File: src/rtl/bank_mmu_decoder_if.sv
// CPU-side bus bundle for bank_mmu_decoder: address/strobe in, selects, mapped RAM address and ready out.
interface bank_mmu_decoder_if #(
  parameter int unsigned NUM_DEV  = 16,
  parameter int unsigned EXT_BITS = 4
);
  logic                  cyc_i;
  logic                  we_i;
  logic [15:0]           addr_i;
  logic [7:0]            data_i;
  logic [7:0]            data_o;
  logic                  dec_cs_o;
  logic                  rom_cs_o;
  logic                  ram_cs_o;
  logic                  ram_we_o;
  logic [13+EXT_BITS-1:0] ram_addr_o;
  logic [NUM_DEV-1:0]    dev_cs_o;
  logic                  rdy_o;

  modport master (
    output cyc_i, we_i, addr_i, data_i,
    input  data_o, dec_cs_o, rom_cs_o, ram_cs_o, ram_we_o, ram_addr_o, dev_cs_o, rdy_o
  );

  modport slave (
    input  cyc_i, we_i, addr_i, data_i,
    output data_o, dec_cs_o, rom_cs_o, ram_cs_o, ram_we_o, ram_addr_o, dev_cs_o, rdy_o
  );
endinterface

File: src/rtl/bank_mmu_decoder.sv
// 6502 address decoder: zero-page control registers, one-hot I/O selects, boot ROM,
// eight-window RAM banking and per-device wait-state stall of the CPU.
module bank_mmu_decoder #(
  parameter int unsigned        NUM_DEV   = 16,
  parameter int unsigned        EXT_BITS  = 4,
  parameter logic [7:0]         IO_PAGE   = 8'hFE,
  parameter logic [7:0]         ROM_PAGE  = 8'hE0,
  parameter int unsigned        WAIT_CYC  = 2,
  parameter logic [NUM_DEV-1:0] WAIT_MASK = NUM_DEV'(16'h0008)
) (
  input logic               clk_i,
  input logic               rst_i,
  bank_mmu_decoder_if.slave bus
);

  localparam int unsigned RA_W  = 13 + EXT_BITS;
  localparam int unsigned CNT_W = (WAIT_CYC > 0) ? $clog2(WAIT_CYC + 1) : 1;

  typedef enum logic {
    IDLE,
    WAIT
  } state_t;

  state_t              state, state_nx;
  logic [CNT_W-1:0]    cnt, cnt_nx;

  logic [7:0]          io_bank_l;
  logic [7:0]          io_bank_h;
  logic [7:0]          rom_sel;
  logic [EXT_BITS-1:0] bank [8];

  logic                hit_l, hit_h, hit_rom, hit_bank;
  logic                dec_cs, rom_cs, ram_cs;
  logic [NUM_DEV-1:0]  dev_cs;
  logic [7:0]          rd_data;
  logic                dev_ok;
  logic                waited;
  logic                rdy;
  logic                wr_en;

  // Register address match
  always_comb begin
    hit_l    = (bus.addr_i == 16'h0000);
    hit_h    = (bus.addr_i == 16'h0001);
    hit_rom  = (bus.addr_i == 16'h0002);
    hit_bank = (bus.addr_i[15:3] == 13'h0002);
  end

  assign dev_ok = ({1'b0, io_bank_l} < 9'(NUM_DEV));

  // Priority decode: registers, I/O page, ROM, then RAM
  always_comb begin
    dec_cs  = hit_l | hit_h | hit_rom | hit_bank;
    rom_cs  = 1'b0;
    ram_cs  = 1'b0;
    dev_cs  = '0;
    rd_data = 8'h00;
    if (dec_cs) begin
      if (hit_l)        rd_data = io_bank_l;
      else if (hit_h)   rd_data = io_bank_h;
      else if (hit_rom) rd_data = rom_sel;
      else              rd_data = 8'(bank[bus.addr_i[2:0]]);
    end else if (bus.addr_i[15:8] == IO_PAGE) begin
      if (dev_ok) begin
        for (int unsigned i = 0; i < NUM_DEV; i++) begin
          dev_cs[i] = (io_bank_l == 8'(i));
        end
      end else begin
        ram_cs = 1'b1;
      end
    end else if ((bus.addr_i[15:8] >= ROM_PAGE) && (rom_sel == 8'h00)) begin
      rom_cs = 1'b1;
    end else begin
      ram_cs = 1'b1;
    end
  end

  assign waited = (WAIT_CYC > 0) && (|(dev_cs & WAIT_MASK));

  // Wait-state FSM: rdy drops combinationally on the strobe clock
  always_comb begin
    state_nx = state;
    cnt_nx   = cnt;
    rdy      = 1'b1;
    case (state)
      IDLE: begin
        if (bus.cyc_i && waited) begin
          rdy = 1'b0;
          if (WAIT_CYC > 1) begin
            state_nx = WAIT;
            cnt_nx   = CNT_W'(WAIT_CYC - 1);
          end
        end
      end
      WAIT: begin
        rdy    = 1'b0;
        cnt_nx = cnt - CNT_W'(1);
        if (cnt == CNT_W'(1)) state_nx = IDLE;
      end
      default: state_nx = IDLE;
    endcase
  end

  always_ff @(posedge clk_i) begin
    if (rst_i) begin
      state <= IDLE;
      cnt   <= '0;
    end else begin
      state <= state_nx;
      cnt   <= cnt_nx;
    end
  end

  assign wr_en = bus.cyc_i & bus.we_i & rdy & dec_cs;

  always_ff @(posedge clk_i) begin
    if (rst_i) begin
      io_bank_l <= 8'h00;
      io_bank_h <= 8'h00;
      rom_sel   <= 8'h00;
      for (int k = 0; k < 8; k++) bank[k] <= EXT_BITS'(k);
    end else if (wr_en) begin
      if (hit_l)    io_bank_l <= bus.data_i;
      if (hit_h)    io_bank_h <= bus.data_i;
      if (hit_rom)  rom_sel   <= bus.data_i;
      if (hit_bank) bank[bus.addr_i[2:0]] <= bus.data_i[EXT_BITS-1:0];
    end
  end

  assign bus.data_o     = rd_data;
  assign bus.dec_cs_o   = dec_cs;
  assign bus.rom_cs_o   = rom_cs;
  assign bus.ram_cs_o   = ram_cs;
  assign bus.ram_we_o   = ram_cs & bus.we_i;
  assign bus.ram_addr_o = RA_W'({bank[bus.addr_i[15:13]], bus.addr_i[12:0]});
  assign bus.dev_cs_o   = dev_cs;
  assign bus.rdy_o      = rdy;

endmodule

File: src/flat_wrapper.sv
// flat-port wrapper written by rule: the top's interface ports become plain ports
module bank_mmu_decoder_flat 
#(
  parameter int unsigned        NUM_DEV   = 16,
  parameter int unsigned        EXT_BITS  = 4,
  parameter logic [7:0]         IO_PAGE   = 8'hFE,
  parameter logic [7:0]         ROM_PAGE  = 8'hE0,
  parameter int unsigned        WAIT_CYC  = 2,
  parameter logic [NUM_DEV-1:0] WAIT_MASK = NUM_DEV'(16'h0008)
)
  (clk_i, rst_i, bus_cyc_i, bus_we_i, bus_addr_i, bus_data_i, bus_data_o, bus_dec_cs_o, bus_rom_cs_o, bus_ram_cs_o, bus_ram_we_o, bus_ram_addr_o, bus_dev_cs_o, bus_rdy_o);
  bank_mmu_decoder_if #(.NUM_DEV(NUM_DEV), .EXT_BITS(EXT_BITS)) bus_i ();
  input logic clk_i;
  input logic rst_i;
  input wire logic [$bits(bus_i.cyc_i)-1:0] bus_cyc_i;
  input wire logic [$bits(bus_i.we_i)-1:0] bus_we_i;
  input wire logic [$bits(bus_i.addr_i)-1:0] bus_addr_i;
  input wire logic [$bits(bus_i.data_i)-1:0] bus_data_i;
  output wire logic [$bits(bus_i.data_o)-1:0] bus_data_o;
  output wire logic [$bits(bus_i.dec_cs_o)-1:0] bus_dec_cs_o;
  output wire logic [$bits(bus_i.rom_cs_o)-1:0] bus_rom_cs_o;
  output wire logic [$bits(bus_i.ram_cs_o)-1:0] bus_ram_cs_o;
  output wire logic [$bits(bus_i.ram_we_o)-1:0] bus_ram_we_o;
  output wire logic [$bits(bus_i.ram_addr_o)-1:0] bus_ram_addr_o;
  output wire logic [$bits(bus_i.dev_cs_o)-1:0] bus_dev_cs_o;
  output wire logic [$bits(bus_i.rdy_o)-1:0] bus_rdy_o;
  assign bus_i.cyc_i = bus_cyc_i;
  assign bus_i.we_i = bus_we_i;
  assign bus_i.addr_i = bus_addr_i;
  assign bus_i.data_i = bus_data_i;
  assign bus_data_o = bus_i.data_o;
  assign bus_dec_cs_o = bus_i.dec_cs_o;
  assign bus_rom_cs_o = bus_i.rom_cs_o;
  assign bus_ram_cs_o = bus_i.ram_cs_o;
  assign bus_ram_we_o = bus_i.ram_we_o;
  assign bus_ram_addr_o = bus_i.ram_addr_o;
  assign bus_dev_cs_o = bus_i.dev_cs_o;
  assign bus_rdy_o = bus_i.rdy_o;
  bank_mmu_decoder #(.NUM_DEV(NUM_DEV), .EXT_BITS(EXT_BITS), .IO_PAGE(IO_PAGE), .ROM_PAGE(ROM_PAGE), .WAIT_CYC(WAIT_CYC), .WAIT_MASK(WAIT_MASK)) u_core (.clk_i(clk_i), .rst_i(rst_i), .bus(bus_i));
endmodule
File: config.mk
export PLATFORM = sky130hd
export DESIGN_NAME = bank_mmu_decoder_flat
export DESIGN_NICKNAME = d
export VERILOG_FILES = /design/src/rtl/bank_mmu_decoder_if.sv /design/src/rtl/bank_mmu_decoder.sv /design/src/flat_wrapper.sv
export SDC_FILE = /design/constraint.sdc
export NUM_CORES = 1
export LEC_CHECK = 0
export BUFFER_PORTS_ARGS = -buffer_cell sky130_fd_sc_hd__clkbuf_2
export CAP_MARGIN = 20
export CORE_ASPECT_RATIO = 2
export CORE_UTILIZATION = 59
export DETAILED_ROUTE_END_ITERATION = 6
export PLACE_DENSITY = 0.85
export SLEW_MARGIN = 20
export SYNTH_ARGS = -nofsm -noshare
export SYNTH_HDL_FRONTEND = slang
export SYNTH_SLANG_ARGS = --single-unit
File: constraint.sdc
create_clock -name clk_i -period 4 [get_ports clk_i]
set_clock_uncertainty 0.2 [all_clocks]
set_input_delay 0 -clock clk_i [delete_from_list [all_inputs] [get_ports clk_i]]
set_output_delay 0 -clock clk_i [all_outputs]
set_load 0.02 [all_outputs]
==> summary.txt, run 1 <==
Logic synthesis
  – Syn_nets: 357
  – Main synth FF type: edfxtp_1
  – Netlist cell types: 50
  – Number of flops mapped to enable cells by yosys: 32
  – Mapped cell area: 0.00356 mm²
  – Yosys reg bits: 59
  – Mean Syn Cell Area: 10.8 µm²
  – Synth warn: 0
  – Post-Syn Instances: 328
  – Asr flop ratio synth: 0
  – Post-synthesis sequential area ratio: 0.422

Run
  – Max_cap viols: 0

Clock tree
  – Inserted Clock Buffers: 9
  – Setup bufs post-CTS: 0
  – Clock slew at the register clock pins of the worst setup and hold paths: 0.05 ns
  – Sink Count: 59
  – CTS H-tree depth: 3
  – Clock latency on the worst-skew pair: 0.33 ns
  – Clock root buffer: clkbuf_16
  – CTS tree: done
  – Max clock buf depth: 2

Detailed routing
  – Drt drc: 18
  – Pre-antenna DRT Iters: 6
  – Vias: 2893
  – Routed WL: 9140 µm
  – Post-route antenna net violation count: 0
  – Vias/cell: 6.36
  – DRT iter0 DRCs: 184
  – Wire per inst: 20.1 µm

Global route
  – Largest net degree at the start of global routing: 50
  – First-pass GRT wire length: 14300 µm
  – Vias in the first global route: 2886
  – Total congestion overflow: 0
  – GRT Util Overall: 0.308
  – Initial antenna violation count: 0

Die
  – DIE WIDTH: 56.9 µm
  – Initial Util: 0.618
  – DIE AREA: 0.00636 mm²
  – Die height: 112 µm
  – Core ar.: 0.00576 mm²
  – # rows: 39
  – Io pins: 74

Layout
  – # nets final: 418
  – Most frequent cells in the layout: clkbuf_2, nor2_1, nand2b_1
  – Final Instance Area: 0.00418 mm²
  – Register Area: 0.00150 mm²
  – Commonest non-fill, non-tap cell in the layout: clkbuf_2
  – Share of layout cells above drive strength 1: 0.315
  – Multi-input gate area: 0.00185 mm²
  – Fill cells: 417
  – Syn-to-layout area delta: 17.4%
  – Ant. Diodes: 0

STA
  – Setup violations, final: 0
  – Total Neg Setup Slack: 0 ns
  – Final Cycle Share: 0.632
  – Slew HR: 0.450
  – Final Hold Viols: 0
  – Worst slew pin tran: 0.826 ns
  – RSZ-0062 raised after global routing: no
  – Pins Over Slew Limit: 0
  – Min Tclk post-route: 2.53 ns
  – FMAX: 396 MHz

Place
  – Post-DP Area: 0.00380 mm²
  – GPL Wtd Cong: 0.819
  – PortBufs: 73
  – Final HPWL DP: 6770 µm

Setup path
  – Worst setup path class: reg2out
  – FF-to-FF End: u_core.bank[6][0]$_SDFFCE_PN0P_
  – Worst path arrival time: 2.33 ns
  – Worst R2R Start: u_core.state$_SDFF_PP0_
  – Worst setup endpoint: bus_dev_cs_o[1]
  – Crit path max fanout: 4
  – Critical path required time: 3.80 ns
  – Crit. End Element: primary output
  – R2r worst-path depth: 4
  – CP Launch Point: u_core.io_bank_l[7]$_SDFFE_PP0P_
  – Startpoint types: flop
  – Internal reg-to-reg setup slack: 1.55 ns

Min path
  – Min-Delay Path Class: in2reg

Power
  – Internal power: 1.18 mW
  – Cell Pwr Density: 367 mW/mm²
  – Switch share: 0.230
  – Clk pwr share: 0.481
  – Sequential power share: 0.423
  – Leakage: 1.71 nW
  – Switching pwr: 0.353 mW
  – Maximum vdd drop: 0.353 mV
  – Combinational share of power: 0.095

Run status
  – Status: finished with violations
  – Violated checks: design-rule violations
-- sequential cells by signal, indices dropped and copies added, names as in the netlist --
register,flops
u_core.bank,32
u_core.io_bank_h,8
u_core.io_bank_l,8
u_core.rom_sel,8
u_core.cnt,2
u_core.state,1
-- area by class of cell --
cell class	instances	area share
multi-input combinational	235	0.443
sequential	59	0.359
timing repair buffer	82	0.109
clock buffer	10	0.0548
tap	61	0.0183
clock inverter	6	0.0135
inverter	2	0.00180
-- metrics by stage --
step	power [mW]	hold slack, ns	util	setup slack (ns)	instances
floorplan	0.760	-0.0874	-	1.82	328
global placement	0.794	0.0521	0.660	1.61	430
detailed placement	0.797	0.0483	0.660	1.41	430
CTS	1.54	0.0248	0.726	1.46	455
global route	1.58	0.0671	0.726	1.31	455
finish	1.53	0.0307	0.726	1.47	455
-- cell families (layout without fill, tap and decap cells) --
kind of cell,count (synthesis),count (layout),share of synthesized area
flops,59,59,0.422
mux,48,48,0.193
buf+inv,34,100,0.0573
compound gates,30,30,0.0644
simple gates,156,156,0.260
fa+ha+maj,1,1,0.00352
-- cells in the mapped netlist (all sizes together) (2+ instances only) --
master | n | share of area
or3 | 3 | 0.0067
o31a | 2 | 0.0053
nand4 | 4 | 0.0070
inv | 2 | 0.0021
nor2 | 40 | 0.042
nand2 | 22 | 0.025
a21oi | 2 | 0.0028
nand2b | 33 | 0.058
a222oi | 3 | 0.0084
nand3b | 4 | 0.0084
o21bai | 4 | 0.0084
o21ai | 6 | 0.0084
or2b | 3 | 0.0063
mux4 | 16 | 0.10
nand3 | 5 | 0.0084
and4 | 3 | 0.0074
clkbuf | 11 | 0.012
dfxtp | 27 | 0.15
edfxtp | 32 | 0.27
a21o | 4 | 0.0084
mux2 | 4 | 0.013
nor4b | 2 | 0.0049
buf | 21 | 0.044
nor3 | 9 | 0.015
and3 | 8 | 0.014
or4 | 7 | 0.018
or2 | 2 | 0.0035
mux2i | 28 | 0.079
a221oi | 4 | 0.0098
nor4 | 7 | 0.026
-- worst min-delay path by stage --
stage | from | to | cells after the start
after floorplan | bus_addr_i[0] | bus_ram_addr_o[0] | 1
after global placement | bus_addr_i[3] | bus_ram_addr_o[3] | 2
after detailed placement | bus_addr_i[3] | bus_ram_addr_o[3] | 2
after CTS | bus_addr_i[10] | u_core.state$_SDFF_PP0_ | 5
after global routing | bus_addr_i[3] | bus_ram_addr_o[3] | 2
final | bus_addr_i[10] | u_core.state$_SDFF_PP0_ | 5
-- critical path: stages (launching register included) --
cell,delay [ns]
dfxtp_1,0.33
or4_4,0.56
nor4_1,0.46
nand3b_1,0.25
nor3_1,0.20
clkbuf_2,0.20
-- what timing repair did --
item | 4_1_cts | 5_1_grt
gates resized for setup | 0 | 0
endpoints found under the hold margin | 59 | 0
hold buffers | 9 | 0
-- layer usage --
| metal | part of all wire | wire [µm] | GRT usage | vias up |
|---|---|---|---|---|
| li1 | - | - | - | 1340 |
| met1 | 0.33 | 3050 | 0.306 | 1384 |
| met2 | 0.55 | 5010 | 0.551 | 129 |
| met3 | 0.056 | 515 | 0.0662 | 40 |
| met4 | 0.062 | 568 | 0.207 | 0 |
| met5 | 0 | 0 | 0 | - |
-- power by group through the flow --
| stage | logic, mW | clock network (mW) | registers, mW |
|---|---|---|---|
| after floorplan | 0.101 | 0 | 0.659 |
| after detailed placement | 0.137 | 0 | 0.660 |
| final | 0.146 | 0.738 | 0.649 |
| after global placement | 0.134 | 0 | 0.660 |
| after global routing | 0.155 | 0.775 | 0.648 |
| after CTS | 0.144 | 0.749 | 0.648 |
No activity file was read; power rests on OpenSTA's default activity.
==> run 2, diff against run 1 <==
Settings changed: CORE_UTILIZATION 59 to 50, PLACE_DENSITY 0.85 to 0.77.
Clock period 4 ns to 2.3 ns, I/O delays scaled along.
==> run 2 against run 1 <==
Compared with the run above: the run ends with negative setup slack left; cell area rose by 6.3%; routed wire length grew 6.5%; total power increased by 73%; cell count is 11% higher; flip-flop and latch count unchanged; combinational power grew 85%; sequential share of layout area shrank 2.1 points; via count increased by 2.1%.
==> summary.txt, run 2 (same netlist as run 1, synthesis figures left out) <==
Run status
  – Status: finished with violations
  – Violated checks: negative setup slack

Setup path
  – Crit path max fanout: 4 (unchanged)
  – Startpoint types: flop
  – Critical path required time: 2.10 ns (-1.70 ns)
  – Worst setup path class: reg2out
  – Worst path arrival time: 2.30 ns (-0.03 ns)
  – Crit. End Element: primary output

Clock tree
  – Clock slew at the register clock pins of the worst setup and hold paths: 0.05 ns (about the same)
  – Clock root buffer: clkbuf_16
  – CTS tree: done
  – Max clock buf depth: 2 (unchanged)
  – CTS H-tree depth: 3 (unchanged)
  – Inserted Clock Buffers: 9 (unchanged)
  – Sink Count: 59 (unchanged)
  – Clock latency on the worst-skew pair: 0.33 ns (about the same)

Detailed routing
  – Post-route antenna net violation count: 0 (unchanged)
  – Routed WL: 9740 µm (+6.5%)
  – Pre-antenna DRT Iters: 5 (-1)
  – Wire per inst: 19.3 µm (-4.0%)
  – Vias: 2955 (+2.1%)
  – Vias/cell: 5.85 (-8.0%)
  – DRT iter0 DRCs: 161 (-13%)
  – Drt drc: 0 (-18)

STA
  – PnR worst setup slack: -0.200 ns (-1.67 ns)
  – FMAX: 400 MHz
  – Final Hold Viols: 0 (unchanged)
  – RSZ-0062 raised after global routing: yes
  – Setup violations, final: 6 (+6)
  – Hold WS: 0.0505 ns (+0.0199 ns)
  – Slew HR: 0.694 (+0.245)
  – Min Tclk post-route: 2.50 ns
  – Worst slew pin tran: 0.453 ns (-0.373 ns)
  – Pins Over Slew Limit: 0 (unchanged)
  – Final Cycle Share: 1.09

Power
  – Power Total: 2.66 mW (+73%)
  – Cell Pwr Density: 598 mW/mm² (+63%)
  – Maximum vdd drop: 0.627 mV (+78%)
  – Leakage: 1.85 nW (+7.9%)

Global route
  – Largest net degree at the start of global routing: 37 (-26%)
  – Total congestion overflow: 0 (unchanged)
  – Vias in the first global route: 2954 (+2.4%)
  – Initial antenna violation count: 0 (unchanged)
  – First-pass GRT wire length: 14600 µm (+2.3%)
  – GRT Util Overall: 0.283 (-0.0253)

Layout
  – Final Instance Area: 0.00444 mm² (+6.3%)
  – Ant. Diodes: 0 (unchanged)
  – Final Non-Filler Cells: 505 (+11%)
  – Max reg flops: 32 (unchanged)
  – Share of layout cells above drive strength 1: 0.364 (+0.0491)
  – Most flops, register: u_core.bank
  – Most frequent cells in the layout: clkbuf_2, nor2_1, nand2b_1
  – Commonest non-fill, non-tap cell in the layout: clkbuf_2
  – Syn-to-layout area delta: 24.9%
  – # nets final: 440 (+5.3%)
  – Fill cells: 574 (+38%)
  – Layout Utilization: 0.645 (-0.0804)

Place
  – Placed cells: 478 (+11%)
  – PortBufs: 73 (unchanged)
  – GPL Wtd Cong: 0.858 (+4.7%)
  – Final HPWL DP: 7440 µm (+9.9%)
  – Post-DP Area: 0.00398 mm² (+4.7%)

Run
  – Max_cap viols: 0 (unchanged)

Die
  – Initial Util: 0.517 (-0.101)
  – DIE AREA: 0.00748 mm² (+17%)
  – Core ar.: 0.00689 mm² (+20%)
  – Die height: 121 µm (+8.5%)
  – DIE WIDTH: 61.6 µm (+8.3%)
  – # rows: 43 (+10%)
  – Io pins: 74 (unchanged)

Min path
  – Min-Delay Path Class: in2out
==> run 2: worst paths after layout <==
check                                    from                               end  slack [ns]  cells after the start
min                             bus_addr_i[3]                 bus_ram_addr_o[3]        0.05                      2
max          u_core.io_bank_l[7]$_SDFFE_PP0P_                   bus_dev_cs_o[0]       -0.20                      5
min reg2reg  u_core.io_bank_h[5]$_SDFFE_PP0P_  u_core.io_bank_h[5]$_SDFFE_PP0P_        0.28                      2
max reg2reg  u_core.io_bank_l[7]$_SDFFE_PP0P_           u_core.state$_SDFF_PP0_        0.05                      6
==> run 2: critical path, stage by stage (launching register included) <==
cell and delay (ns):
dfxtp_2 0.32, or4_4 0.56, or4_4 0.44, or3_4 0.38, nor3_2 0.11, buf_4 0.16
==> run 2: area by class of cell <==
cell class / instances / area (µm²) / share of cell area
Clock inverter: 2 / 10.0 / 0.00225
Tap cell: 90 / 113 / 0.0253
Timing Repair Buffer: 104 / 659 / 0.148
Sequential cell: 59 / 1500 / 0.338
Multi-Input combinational cell: 235 / 1880 / 0.423
Inverter: 2 / 7.51 / 0.00169
Clock buffer: 13 / 272 / 0.0611
==> run 2: stage by stage <==
| step | setup TNS [ns] | setup slack [ns] |
|---|---|---|
| 6_report | -0.817 | -0.200 |
| 5_1_grt | -1.26 | -0.232 |
| 3_5_place_dp | 0 | 0.144 |
| 2_1_floorplan | 0 | 0.117 |
| 4_1_cts | -0.713 | -0.188 |
| 3_3_place_gp | 0 | 0.168 |
==> run 2: per-layer routing <==
| layer | wire (µm) | up-vias | GRT usage |
|---|---|---|---|
| met3 | 508 | 42 | 0.0640 |
| met1 | 3070 | 1419 | 0.265 |
| li1 | - | 1376 | - |
| met2 | 5620 | 118 | 0.506 |
| met5 | 0 | - | 0 |
| met4 | 533 | 0 | 0.188 |
==> run 2: what timing repair did <==
item | 4_1_cts | 5_1_grt
pin swaps | 2 | 5
gates cloned | 0 | 0
buffers inserted | 1 | 1
hold buffers | 10 | 0
gates resized for setup | 7 | 28
hold endpoints to repair | 53 | 0
endpoints found under the setup margin | 5 | 17
==> run 2: where the power goes <==
group          total (mW)  internal (mW)  leakage, nW  switching, mW
registers            1.13           1.12        0.507        0.00621
logic               0.270          0.116         1.20          0.154
clock network        1.26          0.813        0.141          0.446
==> run 3, diff against run 2 <==
Settings changed: CORE_UTILIZATION 50 to 59, PLACE_DENSITY 0.77 to 0.85.
Clock period 2.3 ns to 3 ns, I/O delays scaled along.
==> run 3 against run 2 <==
Compared with the run above: via count decreased by 0.27%; the flow finishes with violations (design-rule violations); setup slack improved by 0.66 ns; first-iteration DRC count increased by 32%; global-route usage increased by 3.6 points.
==> summary.txt, run 3 (same netlist as run 1, synthesis figures left out) <==
STA
  – Slew HR: 0.587 (-0.108)
  – Total Neg Setup Slack: 0 ns (+0.817 ns)
  – Min Tclk post-route: 2.54 ns
  – Final Cycle Share: 0.848
  – Setup violations, final: 0 (-6)
  – RSZ-0062 raised after global routing: no
  – FMAX: 393 MHz
  – Pins Over Slew Limit: 0 (unchanged)
  – Worst slew pin tran: 0.616 ns (+0.163 ns)
  – Final Hold Viols: 0 (unchanged)

Global route
  – Vias in the first global route: 3002 (+1.6%)
  – Total congestion overflow: 0 (unchanged)
  – GRT Util Overall: 0.318 (+0.0358)
  – Met2 GRT Util: 0.602 (+0.0963)
  – GR peak layer: met2
  – First-pass GRT wire length: 14900 µm (+1.5%)
  – GRT met3 Usage: 0.0569 (-0.00706)
  – M1 GR Usage: 0.287 (+0.0224)
  – Initial antenna violation count: 0 (unchanged)
  – Largest net degree at the start of global routing: 27 (-27%)

Clock tree
  – CTS tree: done
  – Clock latency on the worst-skew pair: 0.33 ns (about the same)
  – Setup bufs post-CTS: 0 (-1)
  – CTS H-tree depth: 3 (unchanged)
  – Inserted Clock Buffers: 9 (unchanged)
  – Max clock buf depth: 2 (unchanged)
  – Clock root buffer: clkbuf_16
  – Clock slew at the register clock pins of the worst setup and hold paths: 0.05 ns (about the same)
  – Sink Count: 59 (unchanged)

Detailed routing
  – Drt drc: 18 (+18)
  – Routed WL: 9470 µm (-2.7%)
  – Vias: 2947 (-0.27%)
  – DRT iter0 DRCs: 213 (+32%)
  – Pre-antenna DRT Iters: 7 (+2)
  – Wire per inst: 20.7 µm (+7.2%)
  – Vias/cell: 6.43 (+10%)
  – Post-route antenna net violation count: 0 (unchanged)

Layout
  – # nets final: 421 (-4.3%)
  – Multi-input gate area: 0.00185 mm² (-1.5%)
  – Max reg flops: 32 (unchanged)
  – Most frequent cells in the layout: clkbuf_2, nor2_1, nand2b_1
  – Commonest non-fill, non-tap cell in the layout: clkbuf_2
  – Share of layout cells above drive strength 1: 0.322 (-0.0414)
  – Most flops, register: u_core.bank
  – Fill cells: 413 (-28%)
  – Register Area: 0.00150 mm² (about the same)
  – Final Non-Filler Cells: 458 (-9.3%)
  – Syn-to-layout area delta: 17.7%
  – Ant. Diodes: 0 (unchanged)

Die
  – Core ar.: 0.00576 mm² (-16%)
  – DIE WIDTH: 56.9 µm (-7.7%)
  – Initial Util: 0.618 (+0.101)
  – DIE AREA: 0.00636 mm² (-15%)
  – Die height: 112 µm (-7.8%)
  – Io pins: 74 (unchanged)
  – # rows: 39 (-9.3%)

Power
  – Maximum vdd drop: 0.513 mV (-18%)
  – Leakage: 1.73 nW (-6.5%)
  – Cell Pwr Density: 475 mW/mm² (-21%)

Place
  – GPL Wtd Cong: 0.824 (-4.0%)
  – Placed cells: 433 (-9.4%)
  – Final HPWL DP: 6870 µm (-7.7%)
  – PortBufs: 73 (unchanged)

Min path
  – Min-Delay Path Class: in2reg

Setup path
  – Worst path arrival time: 2.34 ns (+0.04 ns)
  – Critical path required time: 2.80 ns (+0.70 ns)
  – Crit. End Element: primary output
  – CP peak stage delay: 0.56 ns (about the same)
  – Startpoint types: flop
  – Critical path's slowest cell: or4_4
  – Worst setup path class: reg2out
  – Crit path max fanout: 4 (unchanged)
  – Crit path cell chain: or4_4, nor4_1, nand3b_1, nor3_1, clkbuf_2

Run status
  – Violated checks: design-rule violations
  – Status: finished with violations

Run
  – Max_cap viols: 0 (unchanged)
## run 3: cell count changes in the layout (fill, tap and decap cells not counted), sizes merged
cell and delta:
dlygate4sd3 -1, inv +2, buf -32, clkbuf +12, clkinv +1
## run 3: final cells by class
type / instances / area share
inverters: 2 / 0.00179
well taps: 61 / 0.0182
clock buffers: 11 / 0.0580
multi-input cells: 235 / 0.442
clock inverters: 5 / 0.00658
flip-flops and latches: 59 / 0.359
repair buffers: 85 / 0.114
## run 3: through the flow
step	total power, mW	hold WS [ns]	setup WS, ns	instance area [µm²]	util
2_1_floorplan	1.01	-0.0874	0.817	3560	-
3_3_place_gp	1.06	0.0509	0.620	3820	0.664
3_5_place_dp	1.06	0.0529	0.468	3820	0.664
4_1_cts	1.99	0.0355	0.461	4190	0.727
5_1_grt	2.04	0.0756	0.319	4190	0.727
6_report	1.99	0.0388	0.456	4190	0.727
## run 3: worst paths after layout
kind / startpoint / end / slack [ns] / cells past startpoint
max: u_core.io_bank_l[7]$_SDFFE_PP0P_ / bus_dev_cs_o[1] / 0.46 / 5
min: bus_addr_i[10] / u_core.state$_SDFF_PP0_ / 0.04 / 5
max reg2reg: u_core.state$_SDFF_PP0_ / u_core.bank[6][3]$_SDFFCE_PN0P_ / 0.60 / 4
min reg2reg: u_core.io_bank_h[5]$_SDFFE_PP0P_ / u_core.io_bank_h[5]$_SDFFE_PP0P_ / 0.28 / 2
## run 3: worst max-delay path: cells and delay by family (launching register included)
family	cells	cell delay, ns
buf+inv	1	0.20
flops	1	0.32
simple gates	4	1.49
## run 3: where the power goes
group	switching, mW	internal [mW]
clock	0.350	0.576
sequential	0.00635	0.860
combinational	0.114	0.0812
total	0.471	1.52
## run 3: timing repair
item,CTS,global route
hold buffers,9,0
endpoints found under the hold margin,52,0
resized for setup,0,0
## run 3: metal layers
metal / vias to the layer above / share of wire
met5: - / 0
met4: 0 / 0.060
met3: 42 / 0.062
met2: 150 / 0.58
met1: 1402 / 0.30
li1: 1353 / -
